$ cat config.mk
export PLATFORM = sky130hd
export DESIGN_NAME = interface_demux_tx_flat
export DESIGN_NICKNAME = d
export VERILOG_FILES = /design/src/rtl/interface_demux_tx_if.sv /design/src/rtl/interface_demux_tx.sv /design/src/flat_wrapper.sv
export SDC_FILE = /design/constraint.sdc
export NUM_CORES = 1
export LEC_CHECK = 0
export ABC_AREA = 1
export CAP_MARGIN = 10
export CORE_MARGIN = 10
export CORE_UTILIZATION = 35
export DETAILED_ROUTE_END_ITERATION = 12
export PLACE_DENSITY = 0.58
export RECOVER_POWER = 25
export SYNTH_ARGS = -nofsm -noshare
export SYNTH_HDL_FRONTEND = slang
export SYNTH_SLANG_ARGS = --single-unit
$ cat constraint.sdc
create_clock -name clk_sys -period 2.8 [get_ports clk_sys]
set_input_delay 0.28 -clock clk_sys [delete_from_list [all_inputs] [get_ports clk_sys]]
set_output_delay 0.28 -clock clk_sys [all_outputs]
set_load 0.05 [all_outputs]
$ cat src/rtl/interface_demux_tx_if.sv
`default_nettype none
// ============================================================================
//  Module      : interface_demux_tx_if
//  Description : Bundle of the backend frame/pointer FIFO read side and the
//                four MAC TX data/pointer FIFO write side seen by
//                interface_demux_tx.
//                master : the demux (pops backend FIFOs, writes TX FIFOs)
//                slave  : the FIFO/MAC environment around it
//  Ports       : ptr_fifo_empty/rd/dout   backend descriptor FIFO
//                data_fifo_rd/dout        backend byte FIFO
//                tx_rdy[3:0]              per-port room for a full frame
//                tx_data_fifo_wr/din      per-port byte write, shared byte
//                tx_ptr_fifo_wr/din       per-port descriptor write, shared
//  Revision    : 1.0  initial release
// ============================================================================
interface interface_demux_tx_if;
  logic        ptr_fifo_empty;
  logic        ptr_fifo_rd;
  logic [15:0] ptr_fifo_dout;
  logic        data_fifo_rd;
  logic [7:0]  data_fifo_dout;
  logic [3:0]  tx_rdy;
  logic [3:0]  tx_data_fifo_wr;
  logic [7:0]  tx_data_fifo_din;
  logic [3:0]  tx_ptr_fifo_wr;
  logic [15:0] tx_ptr_fifo_din;

  modport master (
    input  ptr_fifo_empty, ptr_fifo_dout, data_fifo_dout, tx_rdy,
    output ptr_fifo_rd, data_fifo_rd, tx_data_fifo_wr, tx_data_fifo_din,
           tx_ptr_fifo_wr, tx_ptr_fifo_din
  );

  modport slave (
    output ptr_fifo_empty, ptr_fifo_dout, data_fifo_dout, tx_rdy,
    input  ptr_fifo_rd, data_fifo_rd, tx_data_fifo_wr, tx_data_fifo_din,
           tx_ptr_fifo_wr, tx_ptr_fifo_din
  );
endinterface
`default_nettype wire

$ cat src/rtl/interface_demux_tx.sv
`default_nettype none
// ============================================================================
//  Module      : interface_demux_tx
//  Description : Egress demux. Pops a frame descriptor and its bytes from the
//                switch-core backend FIFOs and writes the frame into the TX
//                data/pointer FIFOs of every MAC port selected by the
//                descriptor's port mask. Bad descriptors (err, empty mask,
//                oversize) are drained without any TX writes and counted.
//  Ports       : clk_sys    system clock, rising edge
//                rst_sys    asynchronous active-high reset
//                bus        interface_demux_tx_if.master (FIFO/TX signals)
//                busy       high whenever the FSM is not idle
//                drop_cnt   saturating count of dropped descriptors
//  Revision    : 1.0  initial release
// ============================================================================
module interface_demux_tx #(
  parameter int LEN_W   = 11,
  parameter int MAX_LEN = 1518,
  parameter int CNT_W   = 16
) (
  input  wire logic             clk_sys,
  input  wire logic             rst_sys,
  interface_demux_tx_if.master  bus,
  output logic                  busy,
  output logic [CNT_W-1:0]      drop_cnt
);

  localparam logic [LEN_W:0] C_MAX_LEN = (LEN_W+1)'(MAX_LEN);

  typedef enum logic [6:0] {
    S_IDLE    = 7'b0000001,
    S_PTR_RD  = 7'b0000010,
    S_PTR_LAT = 7'b0000100,
    S_WAIT    = 7'b0001000,
    S_DATA    = 7'b0010000,
    S_TAIL    = 7'b0100000,
    S_PTR_WR  = 7'b1000000
  } state_t;

  state_t             state_q, state_d;
  logic [3:0]         mask_q, mask_d;
  logic [LEN_W-1:0]   len_q, len_d;
  logic               drop_q, drop_d;
  logic [LEN_W-1:0]   cnt_q, cnt_d;
  logic               ptr_rd_q, ptr_rd_d;
  logic               data_rd_q, data_rd_d;
  logic               vld_q, vld_d;
  logic [3:0]         tx_data_wr_q, tx_data_wr_d;
  logic [7:0]         tx_data_din_q, tx_data_din_d;
  logic [3:0]         tx_ptr_wr_q, tx_ptr_wr_d;
  logic [15:0]        tx_ptr_din_q, tx_ptr_din_d;
  logic               busy_q, busy_d;
  logic [CNT_W-1:0]   drop_cnt_q, drop_cnt_d;
  logic               drop_evt;

  // Descriptor fields as presented by the backend FIFO on the latch cycle
  logic               w_desc_err;
  logic [3:0]         w_desc_mask;
  logic [LEN_W-1:0]   w_desc_len;
  logic               w_desc_drop;

  assign w_desc_err  = bus.ptr_fifo_dout[15];
  assign w_desc_mask = bus.ptr_fifo_dout[14:11];
  assign w_desc_len  = bus.ptr_fifo_dout[LEN_W-1:0];
  assign w_desc_drop = w_desc_err || (w_desc_mask == 4'b0000) ||
                       ({1'b0, w_desc_len} > C_MAX_LEN);

  always_comb begin
    state_d  = state_q;
    mask_d   = mask_q;
    len_d    = len_q;
    drop_d   = drop_q;
    cnt_d    = cnt_q;
    drop_evt = 1'b0;

    case (state_q)
      S_IDLE: begin
        if (!bus.ptr_fifo_empty) state_d = S_PTR_RD;
      end
      S_PTR_RD: begin
        state_d = S_PTR_LAT;
      end
      S_PTR_LAT: begin
        mask_d = w_desc_mask;
        len_d  = w_desc_len;
        drop_d = w_desc_drop;
        cnt_d  = w_desc_len;
        if (w_desc_len == '0) begin
          // Nothing to drain: counted as a drop and finished right here.
          state_d  = S_IDLE;
          drop_evt = 1'b1;
        end else if (w_desc_drop) begin
          // Dropped frames still drain their bytes; port readiness is moot.
          state_d = S_DATA;
        end else begin
          state_d = S_WAIT;
        end
      end
      S_WAIT: begin
        // Every selected port must be ready; no partial multicast.
        if ((bus.tx_rdy & mask_q) == mask_q) state_d = S_DATA;
      end
      S_DATA: begin
        // cnt stays at 1 on exit so TAIL can count its two cycles 1 -> 0.
        if (cnt_q == LEN_W'(1)) state_d = S_TAIL;
        else                    cnt_d   = cnt_q - LEN_W'(1);
      end
      S_TAIL: begin
        if (cnt_q == '0) begin
          if (drop_q) begin
            state_d  = S_IDLE;
            drop_evt = 1'b1;
          end else begin
            state_d = S_PTR_WR;
          end
        end else begin
          cnt_d = cnt_q - LEN_W'(1);
        end
      end
      S_PTR_WR: begin
        state_d = S_IDLE;
      end
      default: begin
        state_d = S_IDLE;
      end
    endcase

    // Strobes are decoded from the next state so that, once registered,
    // they line up exactly with the cycles spent in the matching state.
    ptr_rd_d     = (state_d == S_PTR_RD);
    data_rd_d    = (state_d == S_DATA);
    busy_d       = (state_d != S_IDLE);
    tx_ptr_wr_d  = (state_d == S_PTR_WR) ? mask_q : 4'b0000;
    tx_ptr_din_d = (state_d == S_PTR_WR) ? {{(16-LEN_W){1'b0}}, len_q}
                                         : tx_ptr_din_q;

    // Byte pipeline: rd registered at t, dout valid at t+1, write at t+2.
    vld_d         = data_rd_q;
    tx_data_wr_d  = (vld_q && !drop_q) ? mask_q : 4'b0000;
    tx_data_din_d = vld_q ? bus.data_fifo_dout : tx_data_din_q;

    drop_cnt_d = drop_cnt_q;
    if (drop_evt && (drop_cnt_q != {CNT_W{1'b1}}))
      drop_cnt_d = drop_cnt_q + CNT_W'(1);
  end

  always_ff @(posedge clk_sys or posedge rst_sys) begin
    if (rst_sys) begin
      state_q       <= S_IDLE;
      mask_q        <= '0;
      len_q         <= '0;
      drop_q        <= 1'b0;
      cnt_q         <= '0;
      ptr_rd_q      <= 1'b0;
      data_rd_q     <= 1'b0;
      vld_q         <= 1'b0;
      tx_data_wr_q  <= '0;
      tx_data_din_q <= '0;
      tx_ptr_wr_q   <= '0;
      tx_ptr_din_q  <= '0;
      busy_q        <= 1'b0;
      drop_cnt_q    <= '0;
    end else begin
      state_q       <= state_d;
      mask_q        <= mask_d;
      len_q         <= len_d;
      drop_q        <= drop_d;
      cnt_q         <= cnt_d;
      ptr_rd_q      <= ptr_rd_d;
      data_rd_q     <= data_rd_d;
      vld_q         <= vld_d;
      tx_data_wr_q  <= tx_data_wr_d;
      tx_data_din_q <= tx_data_din_d;
      tx_ptr_wr_q   <= tx_ptr_wr_d;
      tx_ptr_din_q  <= tx_ptr_din_d;
      busy_q        <= busy_d;
      drop_cnt_q    <= drop_cnt_d;
    end
  end

  assign bus.ptr_fifo_rd      = ptr_rd_q;
  assign bus.data_fifo_rd     = data_rd_q;
  assign bus.tx_data_fifo_wr  = tx_data_wr_q;
  assign bus.tx_data_fifo_din = tx_data_din_q;
  assign bus.tx_ptr_fifo_wr   = tx_ptr_wr_q;
  assign bus.tx_ptr_fifo_din  = tx_ptr_din_q;
  assign busy                 = busy_q;
  assign drop_cnt             = drop_cnt_q;

endmodule
`default_nettype wire

$ cat src/flat_wrapper.sv
// flat-port wrapper written by rule: the top's interface ports become plain ports
module interface_demux_tx_flat 
#(
  parameter int LEN_W   = 11,
  parameter int MAX_LEN = 1518,
  parameter int CNT_W   = 16
)
  (clk_sys, rst_sys, busy, drop_cnt, bus_ptr_fifo_empty, bus_ptr_fifo_dout, bus_data_fifo_dout, bus_tx_rdy, bus_ptr_fifo_rd, bus_data_fifo_rd, bus_tx_data_fifo_wr, bus_tx_data_fifo_din, bus_tx_ptr_fifo_wr, bus_tx_ptr_fifo_din);
  interface_demux_tx_if bus_i ();
  input  wire logic clk_sys;
  input  wire logic rst_sys;
  output logic busy;
  output logic [CNT_W-1:0] drop_cnt;
  input wire logic [$bits(bus_i.ptr_fifo_empty)-1:0] bus_ptr_fifo_empty;
  input wire logic [$bits(bus_i.ptr_fifo_dout)-1:0] bus_ptr_fifo_dout;
  input wire logic [$bits(bus_i.data_fifo_dout)-1:0] bus_data_fifo_dout;
  input wire logic [$bits(bus_i.tx_rdy)-1:0] bus_tx_rdy;
  output wire logic [$bits(bus_i.ptr_fifo_rd)-1:0] bus_ptr_fifo_rd;
  output wire logic [$bits(bus_i.data_fifo_rd)-1:0] bus_data_fifo_rd;
  output wire logic [$bits(bus_i.tx_data_fifo_wr)-1:0] bus_tx_data_fifo_wr;
  output wire logic [$bits(bus_i.tx_data_fifo_din)-1:0] bus_tx_data_fifo_din;
  output wire logic [$bits(bus_i.tx_ptr_fifo_wr)-1:0] bus_tx_ptr_fifo_wr;
  output wire logic [$bits(bus_i.tx_ptr_fifo_din)-1:0] bus_tx_ptr_fifo_din;
  assign bus_i.ptr_fifo_empty = bus_ptr_fifo_empty;
  assign bus_i.ptr_fifo_dout = bus_ptr_fifo_dout;
  assign bus_i.data_fifo_dout = bus_data_fifo_dout;
  assign bus_i.tx_rdy = bus_tx_rdy;
  assign bus_ptr_fifo_rd = bus_i.ptr_fifo_rd;
  assign bus_data_fifo_rd = bus_i.data_fifo_rd;
  assign bus_tx_data_fifo_wr = bus_i.tx_data_fifo_wr;
  assign bus_tx_data_fifo_din = bus_i.tx_data_fifo_din;
  assign bus_tx_ptr_fifo_wr = bus_i.tx_ptr_fifo_wr;
  assign bus_tx_ptr_fifo_din = bus_i.tx_ptr_fifo_din;
  interface_demux_tx #(.LEN_W(LEN_W), .MAX_LEN(MAX_LEN), .CNT_W(CNT_W)) u_core (.clk_sys(clk_sys), .rst_sys(rst_sys), .bus(bus_i), .busy(busy), .drop_cnt(drop_cnt));
endmodule
==> metrics.txt <==
root buffer cell=clkbuf_16; NumNets Final=between 600 and 700; clock slew seen by the registers of the worst setup and hold paths=roughly 60 ps; Clock power frac=29.6%; crit end category=flip-flop; Post-Synth Adder-Cell Area=0.914%; Sequential Power Share=41.0%; Crit path largest cell delay=400 ps; Num CTS Buffers=9; DRT Wirelength=just over 10000 µm; Max-slew headroom=-5.28%; largest net degree at the start of global routing=35; Tmin final=2030 ps; sequential cell area fraction in the yosys report=49.4%; ys flop type=dfrtp_1; Yosys reg bits=81; Fmax achieved=0.493 GHz; Synth Area per Inst=roughly 8.0 µm²; Netlist Area Pre-Place=around 4100 µm²; post-synthesis mux area share=about 2.2%; xor and xnor area share after synthesis=2.56%; final setup fails=0; failing checks=max-capacitance violations, max-slew violations; DR vias/cell=4.76; later-pin clock latency in the skew report=roughly 330 ps; number of global-route vias before repair=3475; P_leak=between 2 and 3 nW; Synth Area in Simple Gates=33.2%; Top Ports=82; GRT overflow=0; Critical Path Start Type=flip-flop; WL/cell=between 10 and 15 µm; share of cells above drive strength 1=8.74%; Pint=2.60 mW; Vias=3510; critical path arrival=2290 ps; worst path required time=3060 ps; number of flops mapped to enable cells by yosys=0; initial drt markers=235; initial antenna violation count=0; CTS H-tree depth=3; Antenna Cells=0; Core Footprint=11500 µm²; Total GRT Usage=12.6%; unique cell type count in the Yosys netlist=37; Die H=128 µm; Tcrit/Tclk final=72.4%; setup repair bufs after CTS=0; Clock Skew=7.33 ps; run status=finished with violations; Starting Density=35.8%; synthesized instance count=513; Tightest Hold Check Type=reg2reg; hold_buf cts=0; first-pass GRT wire length=17300 µm; Compound-Gate Fraction of Synth Area=4.75%; Max Slew Vio Count=34; DRC viols=0; CP startpoint=u_core.cnt_q[0]; NetSw=approximately 1.4 mW; DP Wirelength=7770 µm; Reg2Reg Launch Point=u_core.cnt_q[0]; RSZ-0062 raised after global routing=no; Switching Share=35.6%; worst hold start=u_core.bus.data_fifo_rd; pwr dens=763 nW/µm²; asr flop ratio synth=100%; maxcap violations=1; worst vdd ir=between 500 and 600 µV; Std-Cell Rows=39; Final ANT Viol Nets=0; port buffer count=between 70 and 80; main combinational cell family by area after synthesis=simple AND/OR/NAND/NOR gates; Clock Path Buffers=2; Total Power=4.04 mW; Final Hold Viols=0; Crit Path Max Fanout=17; clock sink count=81; Comb pwr share=~29%; Die W=128 µm; drt pass-1 iters=4; worst-margin pin slew=1570 ps; final RePlAce weighted congestion=0.861; DIE AREA=16500 µm²; slowest cell on the critical path=dfrtp_1; Crit Path Class=reg2reg; setup TNS=0 ps; Yosys warnings=0; area grow syn2layout=28.8%; cell mode on critical path=nand2_1; CTS tree=built; CP Cell Sequence=inv_1 > ha_1 > nand2_2 > nor2_8 > nand4_2 > inv_2 > nand2_1 > nand2_1; post-CTS resize count=0
-- stage by stage --
stage	setup WS (ps)	cell area (µm²)	util, %	instances	hold slack (ps)
after floorplan	442	4120	-	517	346
after global placement	802	4990	43.5	722	360
after detailed placement	776	4990	43.5	722	362
after CTS	745	5290	46.2	738	352
after global routing	521	5290	46.2	738	405
final	773	5290	46.2	738	375
-- path summary, 6_finish.rpt --
path | endpoint | cells past startpoint | slack (ps)
max in group asynchronous | u_core.len_q[3] | 3 | 1170
setup reg to reg | u_core.bus.tx_ptr_fifo_din[6] | 8 | 770
hold reg to reg | u_core.vld_q | 0 | 380
min in group asynchronous | u_core.state_q[1] | 2 | 780
hold / removal | u_core.vld_q | 0 | 380
setup / recovery | u_core.bus.tx_ptr_fifo_din[6] | 8 | 770
-- flip-flops by register name, summed over array words and instances (netlist names) --
| name | flops |
|---|---|
| u_core.bus.ptr_fifo_rd | 1 |
| u_core.busy | 1 |
| u_core.vld_q | 1 |
| u_core.bus.data_fifo_rd | 1 |
| u_core.drop_cnt | 16 |
| u_core.cnt_q | 11 |
| u_core.bus.tx_ptr_fifo_wr | 4 |
| u_core.bus.tx_ptr_fifo_din | 11 |
| u_core.mask_q | 4 |
| u_core.state_q | 7 |
| u_core.bus.tx_data_fifo_din | 8 |
| u_core.len_q | 11 |
| u_core.bus.tx_data_fifo_wr | 4 |
| u_core.drop_q | 1 |
-- layout by cell type (no fill, tap or decap), types with 2 or more instances in the layout --
master / Yosys / layout
conb_1: 1 / 5
nand3_1: 39 / 39
nand2_1: 190 / 190
inv_1: 44 / 44
clkbuf_16: 0 / 9
clkinvlp_4: 0 / 3
nor2_1: 41 / 41
nor2_2: 5 / 5
nand3b_1: 5 / 5
nand2_4: 3 / 3
nor3_1: 7 / 7
nand3_2: 2 / 2
a21oi_1: 2 / 2
xor2_1: 8 / 8
o21ai_0: 30 / 30
xnor2_1: 4 / 4
clkdlybuf4s50_1: 0 / 75
inv_2: 4 / 3
mux2_2: 8 / 8
and2_1: 2 / 2
ha_1: 3 / 3
dfrtp_1: 80 / 80
o22ai_1: 3 / 3
nand2_2: 3 / 3
nor2_4: 2 / 2
-- area by class of cell --
class	instances	area, µm²
fillers	1153	6170
flip-flops and latches	81	2030
multi-input cells	372	1810
well taps	143	179
repair buffers	78	788
clock buffers	10	239
inverters	48	181
clock inverters	6	66.3
-- layer usage --
layer  global-route usage [%]  wire (µm)  vias up
met1                     16.5       4800     1650
met4                     4.37        107        0
li1                         -          -     1761
met3                     3.33        634        6
met2                     19.7       4690       93
met5                        0          0        -
-- power by group through the flow --
stage | registers [mW] | clock network (mW) | logic (mW)
after CTS | 1.66 | 1.23 | 1.20
after global placement | 1.67 | 0 | 1.17
after floorplan | 1.85 | 0 | 0.663
after global routing | 1.70 | 1.28 | 1.33
final | 1.66 | 1.20 | 1.19
after detailed placement | 1.68 | 0 | 1.20
-- cells in the mapped netlist (3+ instances only) --
cell	number	area, µm²
xnor2_1	4	35.0
buf_4	7	52.6
nor2_2	5	31.3
mux2_2	8	90.1
nand2_1	190	713
xor2_1	8	70.1
nor2_1	41	154
dfrtp_1	80	2000
buf_2	3	15.0
nand3_1	39	195
nand2_4	3	33.8
ha_1	3	37.5
o22ai_1	3	18.8
nand3b_1	5	37.5
clkbuf_1	4	15.0
inv_1	44	165
nor3_1	7	35.0
nand2_2	3	18.8
inv_2	4	15.0
o21ai_0	30	150
-- kinds of logic after synthesis --
group                      count (synthesis)
buffers and inverters                     64
DFF                                       81
AOI/OAI and AO/OA                         37
adders and majority gates                  3
xor gates and xnor gates                  12
other                                      1
and+or+nand+nor                          307
muxes                                      8
-- worst max-delay path, delay by kind of cell (launching register included) --
kind | cells | cell delay (ps)
simple gates | 5 | 850
buf+inv | 2 | 470
fa+ha+maj | 1 | 240
flops | 1 | 400
(Power assumes the default switching activity.)
